--- src/rtl/serial_add_ctrl.sv ---
// Bit-serial adder controller: one shared full-add cell (two half adders plus a
// carry flop) stepped LSB-first over a WIDTH-bit operand pair, one bit per clock.
module serial_add_ctrl #(
  parameter int WIDTH = 8
) (
  input  logic             clk,
  input  logic             rst_n,
  input  logic             start,
  input  logic [WIDTH-1:0] a,
  input  logic [WIDTH-1:0] b,
  output logic             busy,
  output logic             done,
  output logic [WIDTH-1:0] sum,
  output logic             cout
);

  typedef enum logic [1:0] {IDLE, RUN, DONE} state_t;

  // WIDTH is at most 32, so six bits always hold the bit index
  localparam logic [5:0] LAST_BIT = 6'(WIDTH - 1);

  state_t           state_q, state_d;
  logic [WIDTH-1:0] a_sh_q, a_sh_d;
  logic [WIDTH-1:0] b_sh_q, b_sh_d;
  logic [WIDTH-1:0] sum_q, sum_d;
  logic             carry_q, carry_d;
  logic             cout_q, cout_d;
  logic [5:0]       cnt_q, cnt_d;

  logic ha1_p, ha1_g, ha2_s, ha2_t, carry_nxt;

  assign ha1_p     = a_sh_q[0] ^ b_sh_q[0];
  assign ha1_g     = a_sh_q[0] & b_sh_q[0];
  assign ha2_s     = ha1_p ^ carry_q;
  assign ha2_t     = ha1_p & carry_q;
  assign carry_nxt = ha1_g | ha2_t;

  always_comb begin
    state_d = state_q;
    a_sh_d  = a_sh_q;
    b_sh_d  = b_sh_q;
    sum_d   = sum_q;
    carry_d = carry_q;
    cout_d  = cout_q;
    cnt_d   = cnt_q;
    case (state_q)
      IDLE: begin
        if (start) begin
          a_sh_d  = a;
          b_sh_d  = b;
          carry_d = 1'b0;
          cnt_d   = '0;
          state_d = RUN;
        end
      end
      RUN: begin
        // New sum bit enters at the MSB so bit 0 ends up in sum[0] after WIDTH steps
        sum_d   = (sum_q >> 1) | (WIDTH'(ha2_s) << (WIDTH - 1));
        a_sh_d  = a_sh_q >> 1;
        b_sh_d  = b_sh_q >> 1;
        carry_d = carry_nxt;
        cnt_d   = cnt_q + 6'd1;
        if (cnt_q == LAST_BIT) begin
          cout_d  = carry_nxt;
          state_d = DONE;
        end
      end
      DONE:    state_d = IDLE;
      default: state_d = IDLE;
    endcase
  end

  always_ff @(posedge clk or negedge rst_n) begin
    if (!rst_n) begin
      state_q <= IDLE;
      a_sh_q  <= '0;
      b_sh_q  <= '0;
      sum_q   <= '0;
      carry_q <= 1'b0;
      cout_q  <= 1'b0;
      cnt_q   <= '0;
    end else begin
      state_q <= state_d;
      a_sh_q  <= a_sh_d;
      b_sh_q  <= b_sh_d;
      sum_q   <= sum_d;
      carry_q <= carry_d;
      cout_q  <= cout_d;
      cnt_q   <= cnt_d;
    end
  end

  // Status decoded straight from the state so reset clears it without a clock
  assign busy = (state_q == RUN);
  assign done = (state_q == DONE);
  assign sum  = sum_q;
  assign cout = cout_q;

endmodule

--- config.mk ---
export PLATFORM = sky130hd
export DESIGN_NAME = serial_add_ctrl
export DESIGN_NICKNAME = d
export VERILOG_FILES = /design/src/rtl/serial_add_ctrl.sv
export SDC_FILE = /design/constraint.sdc
export NUM_CORES = 1
export LEC_CHECK = 0
export ABC_CLOCK_PERIOD_IN_PS = 2180
export CORE_ASPECT_RATIO = 2
export CORE_MARGIN = 1
export CORE_UTILIZATION = 55
export CTS_BUF_LIST = sky130_fd_sc_hd__clkbuf_8 sky130_fd_sc_hd__clkbuf_16
export CTS_CLUSTER_SIZE = 20
export DETAILED_ROUTE_END_ITERATION = 8
export PLACE_DENSITY = 0.95
export SLEW_MARGIN = 15
export SYNTH_ARGS = -nofsm -noshare
export SYNTH_HDL_FRONTEND = slang
export SYNTH_SLANG_ARGS = --single-unit
--- constraint.sdc ---
create_clock -name clk -period 2.18 [get_ports clk]
set_input_delay 0.654 -clock clk [delete_from_list [all_inputs] [get_ports clk]]
set_output_delay 0.654 -clock clk [all_outputs]
set_load 0.02 [all_outputs]
==> results of run 1 <==
==> per-stage QoR <==
step	util	setup slack, ns
final	0.7376	0.2677
after CTS	0.7353	0.001967
after global placement	0.7023	0.2145
after floorplan	-	0.4000
after detailed placement	0.7023	0.1099
after global routing	0.7376	0.2139
==> flip-flops by register name (all words and copies together) (netlist names) <==
| name | flops |
|---|---|
| cnt_q | 6 |
| sum | 8 |
| cout | 1 |
| a_sh_q | 8 |
| carry_q | 1 |
| state_q | 2 |
| b_sh_q | 8 |
==> layer usage <==
metal,GRT usage,vias to the layer above,routed length [um]
met5,0,-,0
met4,0.1200,0,76
met3,0.05587,6,163
met2,0.4048,50,1810
met1,0.3366,642,1305
li1,-,591,-
==> worst paths after layout <==
path | start | to | depth (start not counted)
min in group asynchronous | rst_n | a_sh_q[6] | 2
max reg2reg | state_q[0] | cout | 4
max in group asynchronous | rst_n | state_q[1] | 2
min reg2reg | cnt_q[5] | cnt_q[5] | 1
max | sum[7] | sum[7] | 1
min | cnt_q[5] | cnt_q[5] | 1
==> power by group <==
group | switching [uW] | internal (uW) | leakage (uW)
combinational | 419 | 477 | 0.000443
sequential | 192 | 850 | 0.000442
clock | 219 | 250 | 0.0000524
total | 829 | 1580 | 0.000938
==> kinds of logic after synthesis <==
kind of cell,share of synthesized area
adders and majority gates,0.01998
and+or+nand+nor,0.1291
buffers and inverters,0.04228
DFF,0.5227
AOI/OAI and AO/OA,0.1891
muxes,0.09685
==> final cells by class <==
class / count / share of cell area
Timing Repair Buffer: 37 / 0.1739
Sequential cell: 34 / 0.4170
Clock buffer: 6 / 0.04042
Multi-Input combinational cell: 100 / 0.3466
Tap cell: 29 / 0.01776
Clock inverter: 2 / 0.004287
==> cell usage after synthesis, drive strengths merged <==
cell and count:
dfrtp 34, o21ai 18, a21oi 16, nor2b 15, a22oi 11, mux2 11, buf 8, nand2 5
a22o 4, and3b 3, mux2i 3, clkbuf 2, nand2b 2, nand4 2, a41oi 1, and2b 1
and3 1, and4 1, fa 1, ha 1, nand3 1, nor2 1, nor3 1, o21bai 1
==> timing repair <==
| item | in CTS | in global routing |
|---|---|---|
| resized for setup | 0 | 3 |
| setup endpoints to repair | 0 | 2 |
| hold buffers | 0 | 0 |
==> out/summary.log, run 1 <==
[status] run status finished clean
[clock_tree] TritonCTS clock tree yes
[placed_design] placed cell count 200
[sta] count of endpoints failing setup in the final report 0
[clock_tree] Clk Latency, worst-skew pair 0.29 ns
[route] Detailed Route Iter0 Violations 54
[power_and_ir_drop] P_leak 0.0009378 uW
[clock_tree] clock root buffer master clkbuf_8
[finish] Final Net Count 199
[finish] number of fill cells in the layout 183
[die] DIE WIDTH 40.47 um
[clock_tree] TritonCTS buffer count 5
[route] final wirelength 3356 um
[global_route] antenna violations before repair 0
[synthesis] number of warning messages in the yosys log 0
[clock_tree] number of buffers on the longest clock path 2
[global_route] pin count of the biggest net entering global routing 35
[sta] setup skew after layout 0.005410 ns
[critical_path] cells along the critical path clkdlybuf4s50_1
[finish] area overhead of the layout relative to synthesis 25.52%
[global_route] vias in the first global route 1277
[global_route] overall track demand over capacity in global routing 0.2622
[critical_path] category of the worst setup path capture point primary output
[die] overall die area 3195 um^2
[finish] Finished Layout Cells 208
[synthesis] Synth area leaders dfrtp_1, o21ai_0, mux2_2, nor2b_1, a22oi_1
[clock_tree] sink count of the clock tree 34
[global_route] total overflow reported by the global router 0
[finish] multi-input gate area in the final layout 708.2 um^2
[synthesis] post-synthesis cell count 144
[power_and_ir_drop] power per cell area 1178 nW/um^2
[route] via density per instance 6.197
[clock_tree] # H-tree levels 2
[clock_tree] clk slew on worst S/H paths 0.07 ns
[sta] aggregate negative setup slack 0 ns
[critical_path] Crit Path Class reg2out
[synthesis] Synth cell types 29
[critical_path] data required time at the worst endpoint 1.53 ns
[sta] Final Hold Violating Endpoints 0
[synthesis] cell taking the most area after synthesis dfrtp_1
[placed_design] number of input and output port buffers inserted 29
[finish] fraction of final layout cells sized beyond drive strength 1 0.1564
[synthesis] mean instance size in the synthesized netlist 11.30 um^2
[placed_design] placed instance area 1946 um^2
[critical_path] Largest delay share family, worst path buffers and inverters
[route] DRC 0
[die] placeable core area 2770 um^2
[sta] share of the clock period used by the worst path 0.8772
[critical_path] maximum fanout count along the critical path 3
[route] wire per inst 16.13 um
[clock_tree] post-CTS setup repair buffer count 0
[critical_path] worst endpoint data arrival time 1.26 ns
[finish] post-layout instance area 2043 um^2
[route] drt pass-1 iters 4
[power_and_ir_drop] Overall Power 2406 uW
[synthesis] synthesized net count 165
[placed_design] post-DP HPWL 2273 um
[sta] peak clock frequency supported by timing 522.9 MHz
[route] count of nets left with antenna violations after detail routing 0
[power_and_ir_drop] peak ir drop on the vdd network 0.7553 mV
[critical_path] register-to-register path setup slack 0.63 ns
[die] die extent in y 78.94 um
[synthesis] area share of the largest cell type after synthesis 0.5227
[sta] minimum hold slack 0.4910 ns
[synthesis] part of the Yosys area used for sequential elements 0.5227
[placed_design] routability congestion estimate from global placement 0.7510
[finish] most common cell after layout, fill and taps aside dfrtp_1
[critical_path] worst path buffer plus inverter count 1
[finish] most frequent cells in the layout dfrtp_1, clkdlybuf4s50_1, o21ai_0
[route] number of vias after detailed routing 1289
[min_path] classification of the worst-slack hold path reg2reg
[synthesis] synthesized flop and latch total 34
[die] initial cell density of the core 0.5876
[critical_path] critical path's slowest cell clkdlybuf4s50_1
[die] boundary pin count 30
[synthesis] Post-Synthesis Cell Area 1628 um^2
[run] max-cap viol count 0
[critical_path] Slowest Stage Delay on Critical Path 0.61 ns
[sta] slew margin rel. 0.7039
[critical_path] kind of start point of the critical path flip-flop
[finish] count of antenna diodes in the layout 0
[die] Rows 27
[global_route] wire length of the first global-routing pass 5809 um
[sta] worst slew pin tran 0.4441 ns
[sta] unrepaired setup endpoints after global routing no
[sta] min Tclk post-route 1.912 ns
[finish] FF/Latch Area 852.1 um^2
[sta] final max-slew violation count 0
No activity file was read; power rests on OpenSTA's default activity.
==> inputs of run 2 (changes only) <==
Settings changed: ABC_CLOCK_PERIOD_IN_PS 2180 to 1600, CELL_PAD_IN_SITES_DETAIL_PLACEMENT set to 2, CELL_PAD_IN_SITES_GLOBAL_PLACEMENT set to 2, CORE_ASPECT_RATIO 2 to not set, CORE_UTILIZATION 55 to 30, PLACE_DENSITY 0.95 to 0.86.
Clock period 2.18 ns to 1.6 ns, I/O delays scaled along.
==> run 2 against run 1 <==
Via count down 0.93%. Utilization fell by 33 points. Clock power rose by 24%. Global-route usage fell by 8.3 points. Register-to-register slack lost 0.54 ns. Critical path depth is 1 higher. Hold slack better by 0.016 ns. Largest power group unchanged.
==> out/summary.log, run 2 (synthesis gave the netlist of run 1 again) <==
[power_and_ir_drop] share of total power in combinational logic 0.387
[sta] unrepaired setup endpoints after global routing no
[clock_tree] clk slew on worst S/H paths 0.07 ns
[route] count of nets left with antenna violations after detail routing 0
[sta] count of endpoints failing setup in the final report 0
[global_route] wire length of the first global-routing pass 7424 um
[sta] peak clock frequency supported by timing 650.2 MHz
[critical_path] worst endpoint data arrival time 1.06 ns
[global_route] pin count of the biggest net entering global routing 35
[finish] utilization of the core after routing 0.4045
[die] DIE WIDTH 75.66 um
[sta] share of the clock period used by the worst path 0.9612
[die] initial cell density of the core 0.3147
[finish] most frequent cells in the layout dfrtp_1, o21ai_0, clkdlybuf4s50_1
[global_route] overall track demand over capacity in global routing 0.1796
[clock_tree] clock root buffer master clkbuf_8
[sta] final max-slew violation count 0
[critical_path] maximum fanout count along the critical path 3
[sta] final setup slack of the worst path 0.06201 ns
[critical_path] Crit Path Class reg2out
[status] run status finished clean
[route] Detailed Route Iter0 Violations 80
[finish] area overhead of the layout relative to synthesis 28.52%
[power_and_ir_drop] peak ir drop on the vdd network 0.4836 mV
[route] DRC 0
[power_and_ir_drop] Internal 2061 uW
[critical_path] data required time at the worst endpoint 1.12 ns
[route] via density per instance 5.108
[finish] most common cell after layout, fill and taps aside dfrtp_1
[clock_tree] number of buffers on the longest clock path 2
[critical_path] start of the worst register-to-register path state_q[0]
[critical_path] first element of the critical path state_q[1]
[finish] Final Net Count 201
[sta] slew margin rel. 0.8102
[min_path] WHS Path Cells 1
[route] wire per inst 18.74 um
[critical_path] destination of the critical timing path done
[placed_design] worst setup timing slack at the placement stage -0.3303 ns
[critical_path] register-to-register path setup slack 0.09 ns
[sta] aggregate negative setup slack 0 ns
[die] overall die area 5724 um^2
[sta] Final Hold Violating Endpoints 0
[clock_tree] post-CTS setup repair buffer count 0
[placed_design] post-DP HPWL 3315 um
[global_route] vias in the first global route 1409
[die] Rows 26
[clock_tree] TritonCTS clock tree yes
[placed_design] number of input and output port buffers inserted 29
[power_and_ir_drop] net load switching power 1229 uW
[route] number of vias after detailed routing 1277
[min_path] classification of the worst-slack hold path reg2reg
[clock_tree] sink count of the clock tree 34
[critical_path] category of the worst setup path capture point primary output
[sta] setup skew after layout 0.003342 ns
[route] final wirelength 4686 um
[power_and_ir_drop] switching power share of the total 0.3735
[global_route] total overflow reported by the global router 0
[finish] fraction of final layout cells sized beyond drive strength 1 0.1722
[power_and_ir_drop] sequential power share 0.436
[die] die extent in y 75.66 um
[run] max-cap viol count 0
[critical_path] kind of start point of the critical path flip-flop
[clock_tree] # H-tree levels 2
[global_route] antenna violations before repair 0
[power_and_ir_drop] clock network fraction of design power 0.177
[clock_tree] Clk Latency, worst-skew pair 0.28 ns
[placed_design] routability congestion estimate from global placement 0.7432
[sta] min Tclk post-route 1.538 ns
[sta] worst slew pin tran 0.2826 ns
[critical_path] Worst Reg-to-Reg Cells 4
[critical_path] Worst R2R End cout
[sta] minimum hold slack 0.5067 ns
[power_and_ir_drop] P_leak 0.0009607 uW
[die] placeable core area 5172 um^2
[clock_tree] TritonCTS buffer count 5
[die] boundary pin count 30
[route] drt pass-1 iters 6
[power_and_ir_drop] power per cell area 1572 nW/um^2
[finish] count of antenna diodes in the layout 0
-- run 2: area by class of cell --
class | count | area [um^2]
clock buffer | 5 | 68.82
clock inverter | 2 | 7.507
fill | 543 | 3080
multi-input combinational | 100 | 713.2
sequential | 34 | 850.8
tap | 70 | 87.58
timing repair buffer | 39 | 364.1
-- run 2: through the flow --
step / power (uW) / instances / instance area, um^2
after floorplan: 2213 / 144 / 1630
after global placement: 2620 / 243 / 2027
after detailed placement: 2790 / 243 / 2027
after CTS: 3315 / 250 / 2083
after global routing: 3496 / 250 / 2092
final: 3290 / 250 / 2092
-- run 2: timing repair --
item	CTS	global route
endpoints found under the setup margin	17	3
hold buffers	0	0
gates resized for setup	18	3
-- run 2: worst min-delay path by stage --
| stage | start | to | slack [ns] |
|---|---|---|---|
| after floorplan | rst_n | a_sh_q[0] | 0.18 |
| after global placement | cnt_q[5] | cnt_q[5] | 0.46 |
| after detailed placement | cnt_q[5] | cnt_q[5] | 0.48 |
| after CTS | cnt_q[5] | cnt_q[5] | 0.50 |
| after global routing | cnt_q[5] | cnt_q[5] | 0.52 |
| final | sum[0] | sum[0] | 0.51 |
-- run 2: per-layer routing --
layer	up-vias	GRT usage	wire, um
li1	589	-	-
met1	671	0.2127	1935
met2	13	0.3274	2610
met3	4	0.03571	88
met4	0	0.05556	52
met5	-	0	0
-- run 2: worst max-delay path, cell delays in order (launching register included) --
cell and delay (ns):
dfrtp_1 0.43, nor2b_2 0.18, buf_2 0.17
-- run 2: power by group through the flow --
stage	Sequential, uW	Combinational, uW	Clock, uW
2_1_floorplan	1470	746	0
4_1_cts	1430	1280	602
3_3_place_gp	1400	1220	0
3_5_place_dp	1450	1340	0
6_report	1430	1270	583
5_1_grt	1470	1380	644
==> inputs of run 3 (changes only) <==
--- a/config.mk
+++ b/config.mk
@@ -14,4 +14,5 @@
 export CTS_CLUSTER_SIZE = 20
 export DETAILED_ROUTE_END_ITERATION = 8
+export HOLD_SLACK_MARGIN = 0.15
 export PLACE_DENSITY = 0.86
 export SLEW_MARGIN = 15
==> constraint.sdc (replaced) <==
create_clock -name clk -period 1.6 [get_ports clk]
set_input_delay 0.48 -clock clk [delete_from_list [all_inputs] [get_ports clk]]
set_output_delay 0.48 -clock clk [all_outputs]
set_load 0.01 [all_outputs]
==> run 3 against run 2 <==
Clock power increased by 1%. Highest routed layer unchanged. Fmax about the same. Critical path type unchanged. Register-to-register slack about the same. Wire length decreased by 2.9%. Largest cell class unchanged. Hold slack got worse by 0.0087 ns. Cell count increased by 0.40%. Count of clock-buffer cells in the layout unchanged. Critical path depth increased by 1. Sequential power about the same. Largest power group unchanged. Utilization increased by 0.19 points. First-iteration DRC count decreased by 60%.
==> out/summary.log, run 3 (synthesis gave the netlist of run 1 again) <==
[status] run status finished clean
[clock_tree] clk slew on worst S/H paths 0.07 ns
[sta] share of the clock period used by the worst path 0.9617
[route] Detailed Route Iter0 Violations 32
[global_route] vias in the first global route 1471
[critical_path] Crit Path Class reg2out
[critical_path] critical path's slowest cell dfrtp_1
[clock_tree] # H-tree levels 2
[critical_path] maximum fanout count along the critical path 3
[placed_design] number of input and output port buffers inserted 29
[critical_path] Largest delay share family, worst path flip-flops
[sta] final setup slack of the worst path 0.06121 ns
[die] initial cell density of the core 0.3147
[route] wire per inst 18.13 um
[placed_design] post-DP HPWL 3232 um
[sta] aggregate negative setup slack 0 ns
[route] drt pass-1 iters 4
[global_route] total overflow reported by the global router 0
[sta] count of endpoints failing setup in the final report 0
[finish] number of fill cells in the layout 531
[clock_tree] TritonCTS buffer count 5
[sta] min Tclk post-route 1.539 ns
[critical_path] category of the worst setup path capture point primary output
[route] number of vias after detailed routing 1305
[placed_design] routability congestion estimate from global placement 0.7474
[finish] Final Net Count 202
[global_route] pin count of the biggest net entering global routing 35
[finish] most frequent cells in the layout dfrtp_1, o21ai_0, clkdlybuf4s50_1
[run] max-cap viol count 0
[route] final wirelength 4550 um
[die] overall die area 5724 um^2
[clock_tree] clock root buffer master clkbuf_8
[die] placeable core area 5172 um^2
[sta] final max-slew violation count 0
[power_and_ir_drop] Overall Power 3204 uW
[placed_design] worst setup timing slack at the placement stage -0.3225 ns
[sta] worst slew pin tran 0.2894 ns
[global_route] antenna violations before repair 0
[finish] area overhead of the layout relative to synthesis 29.13%
[global_route] wire length of the first global-routing pass 7645 um
[clock_tree] Clk Latency, worst-skew pair 0.28 ns
[critical_path] kind of start point of the critical path flip-flop
[critical_path] data required time at the worst endpoint 1.12 ns
[power_and_ir_drop] P_leak 0.0009546 uW
[placed_design] placed cell count 242
[clock_tree] number of hold-repair buffers added at the cts stage 0
[die] DIE WIDTH 75.66 um
[sta] slew margin rel. 0.8056
[route] DRC 0
[critical_path] cells along the critical path buf_4, nor2b_2, buf_2
[min_path] classification of the worst-slack hold path reg2reg
[critical_path] worst path buffer plus inverter count 2
[clock_tree] sink count of the clock tree 34
[critical_path] Slowest Stage Delay on Critical Path 0.38 ns
[sta] peak clock frequency supported by timing 649.9 MHz
[die] Rows 26
[power_and_ir_drop] power per cell area 1524 nW/um^2
[finish] fraction of final layout cells sized beyond drive strength 1 0.1934
[power_and_ir_drop] peak ir drop on the vdd network 0.4488 mV
[global_route] overall track demand over capacity in global routing 0.1850
[sta] setup skew after layout 0.004934 ns
[finish] count of antenna diodes in the layout 0
[die] die extent in y 75.66 um
[clock_tree] TritonCTS clock tree yes
[sta] Final Hold Violating Endpoints 0
[finish] most common cell after layout, fill and taps aside dfrtp_1
[finish] Finished Layout Cells 251
[die] boundary pin count 30
[critical_path] worst endpoint data arrival time 1.06 ns
[route] count of nets left with antenna violations after detail routing 0
[route] via density per instance 5.199
[sta] unrepaired setup endpoints after global routing no
[clock_tree] number of buffers on the longest clock path 2
## run 3: path summary, 6_finish.rpt
path	end	cells past startpoint	slack, ns	start
setup / recovery	done	3	0.06	state_q[0]
hold / removal	cnt_q[5]	1	0.50	cnt_q[5]
setup reg to reg	sum[3]	4	0.10	state_q[1]
hold reg to reg	cnt_q[5]	1	0.50	cnt_q[5]
max in group asynchronous	cnt_q[5]	2	0.82	rst_n
min in group asynchronous	cout	2	0.60	rst_n
## run 3: cell type report
class	count	area, um^2	share of cell area
sequential	34	852.1	0.4054
multi-input combinational	100	719.4	0.3423
timing repair buffer	40	364.1	0.1732
tap	70	87.58	0.04167
clock buffer	5	68.82	0.03274
clock inverter	2	10.01	0.004762
## run 3: routing by layer
metal | wire length, um | GRT usage
met5 | 0 | 0
met4 | 35 | 0.03704
met3 | 177 | 0.03704
met2 | 2388 | 0.3353
met1 | 1949 | 0.2290
## run 3: what timing repair did
action | 4_1_cts | 5_1_grt
cloned | 0 | 0
pin swaps | 0 | 0
setup buffers | 2 | 0
gates resized for setup | 18 | 3
hold endpoints to repair | 0 | 0
setup endpoints to repair | 17 | 3
## run 3: worst reg2reg max path: cells and delay by family, from the launching register on
kind,cells,cell delay [ns]
flip-flops,1,0.44
buffers and inverters,2,0.42
multiplexers,1,0.39
AND/OR/NAND/NOR,1,0.14
## run 3: report_power, final
part	leakage, uW	total [uW]	switching, uW	internal [uW]
combinational	0.000469	1190	570	615
clock	0.0000438	589	297	292
sequential	0.000442	1430	272	1160
## run 3: stage by stage
stage | util | hold slack (ns) | cell area, um^2
global route | 0.4064 | 0.5357 | 2102
detailed placement | 0.3899 | 0.4965 | 2017
finish | 0.4064 | 0.4980 | 2102
global placement | 0.3899 | 0.4647 | 2017
floorplan | - | 0.1844 | 1628
CTS | 0.4057 | 0.5061 | 2098
